<file path="config.mk">
export PLATFORM = sky130hd
export DESIGN_NAME = xversat_ctrl
export DESIGN_NICKNAME = d
export VERILOG_FILES = /design/src/rtl/xversat_ctrl.sv
export SDC_FILE = /design/constraint.sdc
export NUM_CORES = 1
export LEC_CHECK = 0
export BUFFER_PORTS_ARGS = -buffer_cell sky130_fd_sc_hd__buf_2
export CORE_MARGIN = 2
export CORE_UTILIZATION = 57
export CTS_BUF_LIST = sky130_fd_sc_hd__clkbuf_2
export DETAILED_ROUTE_END_ITERATION = 6
export HOLD_SLACK_MARGIN = 0.1
export PLACE_DENSITY = 0.88
export SLEW_MARGIN = 15
export SYNTH_ARGS = -nofsm -noshare
export SYNTH_HDL_FRONTEND = slang
export SYNTH_SLANG_ARGS = --single-unit
</file>
<file path="constraint.sdc">
create_clock -name clk -period 7 [get_ports clk]
set_input_delay 0 -clock clk [delete_from_list [all_inputs] [get_ports clk]]
set_output_delay 0 -clock clk [all_outputs]
set_load 0.05 [all_outputs]
</file>
<file path="src/rtl/xversat_ctrl.sv">
// Versat run/configuration controller: CPU bus decode into per-FU config strobes,
// control register bank, queued single-cycle run launches with done aggregation.
module xversat_ctrl #(
    parameter int ADDR_W    = 32,
    parameter int DATA_W    = 32,
    parameter int N_FU      = 2,
    parameter int FU_ADDR_W = 8,
    parameter int Q_DEPTH   = 4,
    parameter int CNT_W     = 32
) (
    input  logic                 clk,
    input  logic                 rst,
    input  logic                 valid_i,
    input  logic [ADDR_W-1:0]    addr_i,
    input  logic                 wstrb_i,
    input  logic [DATA_W-1:0]    wdata_i,
    output logic                 ready_o,
    output logic [DATA_W-1:0]    rdata_o,
    output logic [N_FU-1:0]      fu_valid_o,
    output logic [FU_ADDR_W-1:0] fu_addr_o,
    output logic [DATA_W-1:0]    fu_wdata_o,
    output logic                 fu_wstrb_o,
    output logic                 fu_run_o,
    output logic                 fu_clear_o,
    input  logic [N_FU-1:0]      fu_done_i,
    output logic                 irq_o
);

    // state   | meaning
    // IDLE    | no run active; pops a pending run when one is queued
    // LAUNCH  | fu_run asserted, cycle counter holds 1
    // GUARD   | FUs are still dropping done from the previous run; done ignored
    // WAIT    | counting until every unmasked FU reports done

    localparam int SEL_W = (N_FU > 1) ? $clog2(N_FU) : 1;
    localparam int QC_W  = $clog2(Q_DEPTH + 1);

    typedef enum logic [1:0] {
        S_IDLE,
        S_LAUNCH,
        S_GUARD,
        S_WAIT
    } state_t;

    localparam logic [2:0] REG_RUN    = 3'd0;
    localparam logic [2:0] REG_CLEAR  = 3'd1;
    localparam logic [2:0] REG_MASK   = 3'd2;
    localparam logic [2:0] REG_STATUS = 3'd3;
    localparam logic [2:0] REG_CYCLES = 3'd4;
    localparam logic [2:0] REG_RUNS   = 3'd5;

    logic                 ready_q;
    logic [DATA_W-1:0]    rdata_q;
    logic [N_FU-1:0]      fu_valid_q;
    logic [FU_ADDR_W-1:0] fu_addr_q;
    logic [DATA_W-1:0]    fu_wdata_q;
    logic                 fu_wstrb_q;
    logic                 fu_clear_q;
    logic [N_FU-1:0]      mask_q;

    state_t               state_q;
    logic [QC_W-1:0]      pend_q;
    logic                 ovf_q;
    logic [CNT_W-1:0]     cnt_q;
    logic [CNT_W-1:0]     cycles_last_q;
    logic [CNT_W-1:0]     runs_q;
    logic                 fu_run_q;
    logic                 irq_q;

    logic                 accept;
    logic                 ctrl_sel;
    logic [SEL_W-1:0]     fu_sel;
    logic [2:0]           reg_sel;
    logic                 fu_hit;
    logic [N_FU-1:0]      fu_onehot;
    logic                 run_wr;
    logic                 clr_wr;
    logic                 mask_wr;
    logic                 pend_full;
    logic                 push;
    logic                 pop;
    logic                 all_done;
    logic [DATA_W-1:0]    status_w;
    logic [DATA_W-1:0]    rd_d;
    logic                 unused_addr;

    assign accept   = valid_i & ~ready_q;
    assign ctrl_sel = addr_i[ADDR_W-1];
    assign fu_sel   = addr_i[ADDR_W-2 -: SEL_W];
    assign reg_sel  = addr_i[2:0];

    // Out-of-range selects still get acknowledged, they just strobe nothing.
    assign fu_hit = accept & ~ctrl_sel & (int'(fu_sel) < N_FU);

    always_comb begin
        fu_onehot = '0;
        for (int i = 0; i < N_FU; i++) begin
            if (int'(fu_sel) == i) fu_onehot[i] = 1'b1;
        end
    end

    assign run_wr  = accept & ctrl_sel & wstrb_i & (reg_sel == REG_RUN);
    assign clr_wr  = accept & ctrl_sel & wstrb_i & (reg_sel == REG_CLEAR);
    assign mask_wr = accept & ctrl_sel & wstrb_i & (reg_sel == REG_MASK);

    assign pend_full = (pend_q == QC_W'(Q_DEPTH));
    assign push      = run_wr & ~pend_full;
    assign pop       = (state_q == S_IDLE) & (pend_q != '0);
    assign all_done  = &(fu_done_i | ~mask_q);

    assign unused_addr = ^addr_i;

    always_comb begin
        status_w              = '0;
        status_w[0]           = (state_q == S_IDLE) && (pend_q == '0);
        status_w[1]           = (state_q != S_IDLE);
        status_w[2]           = ovf_q;
        status_w[8 +: QC_W]   = pend_q;
        status_w[16 +: N_FU]  = fu_done_i;
    end

    always_comb begin
        rd_d = '0;
        if (ctrl_sel) begin
            case (reg_sel)
                REG_MASK:   rd_d[N_FU-1:0]  = mask_q;
                REG_STATUS: rd_d            = status_w;
                REG_CYCLES: rd_d[CNT_W-1:0] = cycles_last_q;
                REG_RUNS:   rd_d[CNT_W-1:0] = runs_q;
                default:    rd_d            = '0;
            endcase
        end
    end

    always_ff @(posedge clk or posedge rst) begin
        if (rst) begin
            ready_q    <= 1'b0;
            rdata_q    <= '0;
            fu_valid_q <= '0;
            fu_addr_q  <= '0;
            fu_wdata_q <= '0;
            fu_wstrb_q <= 1'b0;
            fu_clear_q <= 1'b0;
            mask_q     <= '1;
        end else begin
            ready_q    <= accept;
            rdata_q    <= (accept & ~wstrb_i) ? rd_d : '0;
            fu_valid_q <= fu_hit ? fu_onehot : '0;
            fu_wstrb_q <= fu_hit & wstrb_i;
            fu_clear_q <= clr_wr;
            if (fu_hit) begin
                fu_addr_q  <= addr_i[FU_ADDR_W-1:0];
                fu_wdata_q <= wdata_i;
            end
            if (mask_wr) mask_q <= wdata_i[N_FU-1:0];
        end
    end

    always_ff @(posedge clk or posedge rst) begin
        if (rst) begin
            state_q       <= S_IDLE;
            pend_q        <= '0;
            ovf_q         <= 1'b0;
            cnt_q         <= '0;
            cycles_last_q <= '0;
            runs_q        <= '0;
            fu_run_q      <= 1'b0;
            irq_q         <= 1'b0;
        end else begin
            fu_run_q <= 1'b0;
            irq_q    <= 1'b0;
            // Clear wins over any enqueue, pop or completion in the same cycle.
            if (clr_wr) begin
                state_q <= S_IDLE;
                pend_q  <= '0;
                ovf_q   <= 1'b0;
            end else begin
                if (run_wr & pend_full) ovf_q <= 1'b1;
                pend_q <= pend_q + QC_W'(push) - QC_W'(pop);
                case (state_q)
                    S_IDLE: begin
                        if (pop) begin
                            state_q  <= S_LAUNCH;
                            fu_run_q <= 1'b1;
                            cnt_q    <= CNT_W'(1);
                        end
                    end
                    S_LAUNCH: begin
                        cnt_q   <= cnt_q + CNT_W'(1);
                        state_q <= S_GUARD;
                    end
                    S_GUARD: begin
                        cnt_q   <= cnt_q + CNT_W'(1);
                        state_q <= S_WAIT;
                    end
                    S_WAIT: begin
                        if (all_done) begin
                            cycles_last_q <= cnt_q;
                            runs_q        <= runs_q + CNT_W'(1);
                            irq_q         <= 1'b1;
                            state_q       <= S_IDLE;
                        end else begin
                            cnt_q <= cnt_q + CNT_W'(1);
                        end
                    end
                    default: state_q <= S_IDLE;
                endcase
            end
        end
    end

    assign ready_o    = ready_q;
    assign rdata_o    = rdata_q;
    assign fu_valid_o = fu_valid_q;
    assign fu_addr_o  = fu_addr_q;
    assign fu_wdata_o = fu_wdata_q;
    assign fu_wstrb_o = fu_wstrb_q;
    assign fu_run_o   = fu_run_q;
    assign fu_clear_o = fu_clear_q;
    assign irq_o      = irq_q;

endmodule

</file>
==> insert_results.sql <==
INSERT INTO impl_metrics (metric_group, metric, value, unit) VALUES
('routing', 'drc', '0', ''),
('sta', 'final.setup_skew', '0.06287', 'ns'),
('cells_and_area', 'drive_above_1_share', '0.2683', ''),
('sta', 'slew_headroom', '0.1856', ''),
('clock_network', 'worst_setup_hold_path_clk_slew', '0.34', 'ns'),
('die', 'die_footprint', '14760', 'µm²'),
('sta', 'setup_total_negative_slack', '0', 'ns'),
('pwr', 'power.share.switching', '0.4004', ''),
('clock_network', 'clock_sinks', '183', ''),
('placement', 'placed_wire_length_estimate_after_detailed_placement', '11.77', 'mm'),
('synth', 'post_synth_fa_ha_maj_area_fraction', '0.01526', ''),
('worst_setup_path', 'kind_of_critical_path', 'reg -> reg', ''),
('die', 'floorplan.core_area', '13350', 'µm²'),
('clock_network', 'insertion_delay', '0.81', 'ns'),
('routing', 'detail-route-antenna-nets', '0', ''),
('cells_and_area', 'syn_to_final_growth', '29.06', '%'),
('sta', 'final_min_period_over_clock_period', '0.4615', ''),
('grt', 'antenna_found_initial', '1', ''),
('synth', 'postSynthCellCount', '658', ''),
('sta', 'setup_viol_count_final', '0', ''),
('die', 'num_io_pins', '149', ''),
('routing', 'dr.first_iter.drc_count', '1310', ''),
('synth', 'synth_xor_xnor_area_share', '0.04451', ''),
('synth', 'yosys_most_used_dff', 'dfrtp_1', ''),
('synth', 'number_of_warnings_issued_by_yosys', '0', ''),
('synth', 'number_of_storage_elements_in_the_synthesis_netlist', '183', ''),
('routing', 'drt-wirelength-per-cell', '24.77', 'µm'),
('sta', 'tightestPinTransition', '1.222', 'ns'),
('pwr', 'leakagePower', '4.780', 'nW'),
('synth', 'mappedNetlistNets', '737', ''),
('synth', 'synth-edff-count', '0', ''),
('routing', 'routed-via-count', '7155', ''),
('cells_and_area', 'post-route-cell-area', '10160', 'µm²'),
('grt', 'grt_usage', '0.3785', ''),
('pwr', 'power.net_switching', '1.083', 'mW'),
('die', 'initial_core_util', '0.5897', ''),
('synth', 'syn-cell-area', '7871', 'µm²'),
('pwr', 'total_power', '2.706', 'mW'),
('outcome', 'run_status', 'finished, final reports clean', ''),
('synth', 'yosys.area_share.simple', '0.1396', ''),
('synth', 'synth.distinct_cells', '44', ''),
('grt', 'grt_first_pass_wirelength', '42.06', 'mm'),
('die', 'dieWidth', '121.5', 'µm'),
('cells_and_area', 'final_common_cell', 'dfrtp_1', ''),
('cells_and_area', 'fin_nets', '983', ''),
('clock_network', 'cts_root_buf', 'clkbuf_2', ''),
('routing', 'dr.pass1.iters', '6', ''),
('grt', 'globalRoute.totalOverflow', '0', ''),
('grt', 'grt_max_degree', '113', ''),
('worst_setup_path', 'crit_path_start_kind', 'flop', ''),
('pwr', 'intPower', '1.622', 'mW'),
('synth', 'synth_compound_gate_area_share', '0.04578', ''),
('run', 'drv_cap', '0', ''),
('synth', 'synth_top_family_by_area', 'multiplexers', ''),
('worst_setup_path', 'crit_required', '7.70', 'ns'),
('clock_network', 'cts_tree', 'yes', ''),
('die', 'floorplan.rows', '42', ''),
('worst_setup_path', 'cp_data_arrival_time', '3.93', 'ns'),
('pwr', 'power.clock.fraction', '0.213', ''),
('worst_setup_path', 'critical_path.endpoint_type', 'flop', ''),
('clock_network', 'clockBufferDepth', '2', ''),
('clock_network', 'h-tree-depth', '4', ''),
('sta', 'hold_viol', '0', ''),
('cells_and_area', 'layout.cells.most_common_list', 'dfrtp_1 (181), dlygate4sd3_1 (126), buf_2 (126), mux2_2 (75), nor2_1 (61)', ''),
('grt', 'first_global_vias', '7319', ''),
('synth', 'yosys-mux-area-fraction', '0.1518', ''),
('placement', 'io_buffers', '126', ''),
('sta', 'maxSlewViolCount', '0', ''),
('pwr', 'seq_power_share', '0.474', ''),
('sta', 'finalWorstPathRequiredPeriod', '3.231', 'ns'),
('pwr', 'pwr_density_cell', '266.3', 'nW/µm²');
==> logic make-up after synthesis <==
family          Yosys count
flops                   183
xor+xnor                 40
mux                     110
compound gates           66
buf+inv                  41
simple gates            209
fa+ha+maj                 9
==> timing repair <==
action / CTS / global route
hold buffers: 126 / 0
hold endpoints to repair: 202 / 0
resized for setup: 0 / 0
==> Yosys cell counts (8+ instances only) <==
master	instances	share of area
a21oi_1	26	0.017
buf_2	9	0.0057
clkbuf_1	16	0.0076
dfrtp_1	181	0.58
ha_1	8	0.013
inv_1	13	0.0062
mux2_2	75	0.11
mux2i_1	35	0.045
nand2_1	26	0.012
nand3_1	27	0.017
nand4_1	21	0.017
nor2_1	61	0.029
nor3_1	9	0.0057
o21ai_0	24	0.015
or3_1	17	0.014
xnor2_1	28	0.031
xor2_1	12	0.013
==> layer usage <==
| layer | share of wire | vias up | global-route usage |
|---|---|---|---|
| met2 | 0.44 | 737 | 0.5811 |
| met4 | 0.061 | 0 | 0.2055 |
| met1 | 0.36 | 3404 | 0.4783 |
| met3 | 0.14 | 215 | 0.1259 |
| li1 | - | 2799 | - |
| met5 | 0 | - | 0 |
==> final timing paths <==
check,startpoint,end,slack (ns),cells past startpoint
worst min-delay path,addr_i[1],ovf_q$_DFFE_PP0P_,0.35,5
worst max-delay path,ready_o$_DFF_PP0_,fu_addr_o[4]$_DFFE_PP0P_,3.77,4
worst max register to register,ready_o$_DFF_PP0_,fu_addr_o[4]$_DFFE_PP0P_,3.77,4
max in group asynchronous,rst,cnt_q[31]$_DFFE_PP0P_,4.93,5
min in group asynchronous,rst,fu_addr_o[3]$_DFFE_PP0P_,0.57,4
worst min register to register,runs_q[31]$_DFFE_PP0P_,runs_q[31]$_DFFE_PP0P_,0.50,1
==> state kept, by name, summed over array words and instances (netlist names), 3 cells and up <==
signal,cells
runs_q,32
fu_wdata_o,32
cnt_q,32
rdata_o,32
fu_addr_o,8
cycles_last_q,32
pend_q,3
==> worst max-delay path: stages, from the launching register on <==
cell	delay, ns
dfrtp_1	0.50
nor2b_1	0.25
nor2b_4	0.73
dlygate4sd3_1	1.20
mux2_2	0.43
==> cell type report <==
type                    instances  area [µm²]
fillers                       579        3189
repair buffers                255        1914
clock inverters                15       163.9
well taps                     176       220.2
clock buffers                  17       85.08
inverters                      13       53.80
diodes                          1       2.502
multi-input cells             434        3137
flip-flops and latches        183        4582
==> power groups by stage <==
stage,sequential [mW],combinational [mW],clock (mW)
final,1.28,0.846,0.578
after global routing,1.29,0.897,0.611
after floorplan,1.44,0.356,0
after CTS,1.26,0.789,0.540
after detailed placement,1.28,0.704,0
after global placement,1.27,0.668,0
==> through the flow <==
step	setup slack [ns]	util	cells
2_1_floorplan	2.031	-	658
3_3_place_gp	4.066	0.6477	935
3_5_place_dp	3.950	0.6477	935
4_1_cts	4.049	0.7609	1093
5_1_grt	3.690	0.7609	1093
6_report	3.769	0.7611	1094
(Power assumes the default switching activity.)
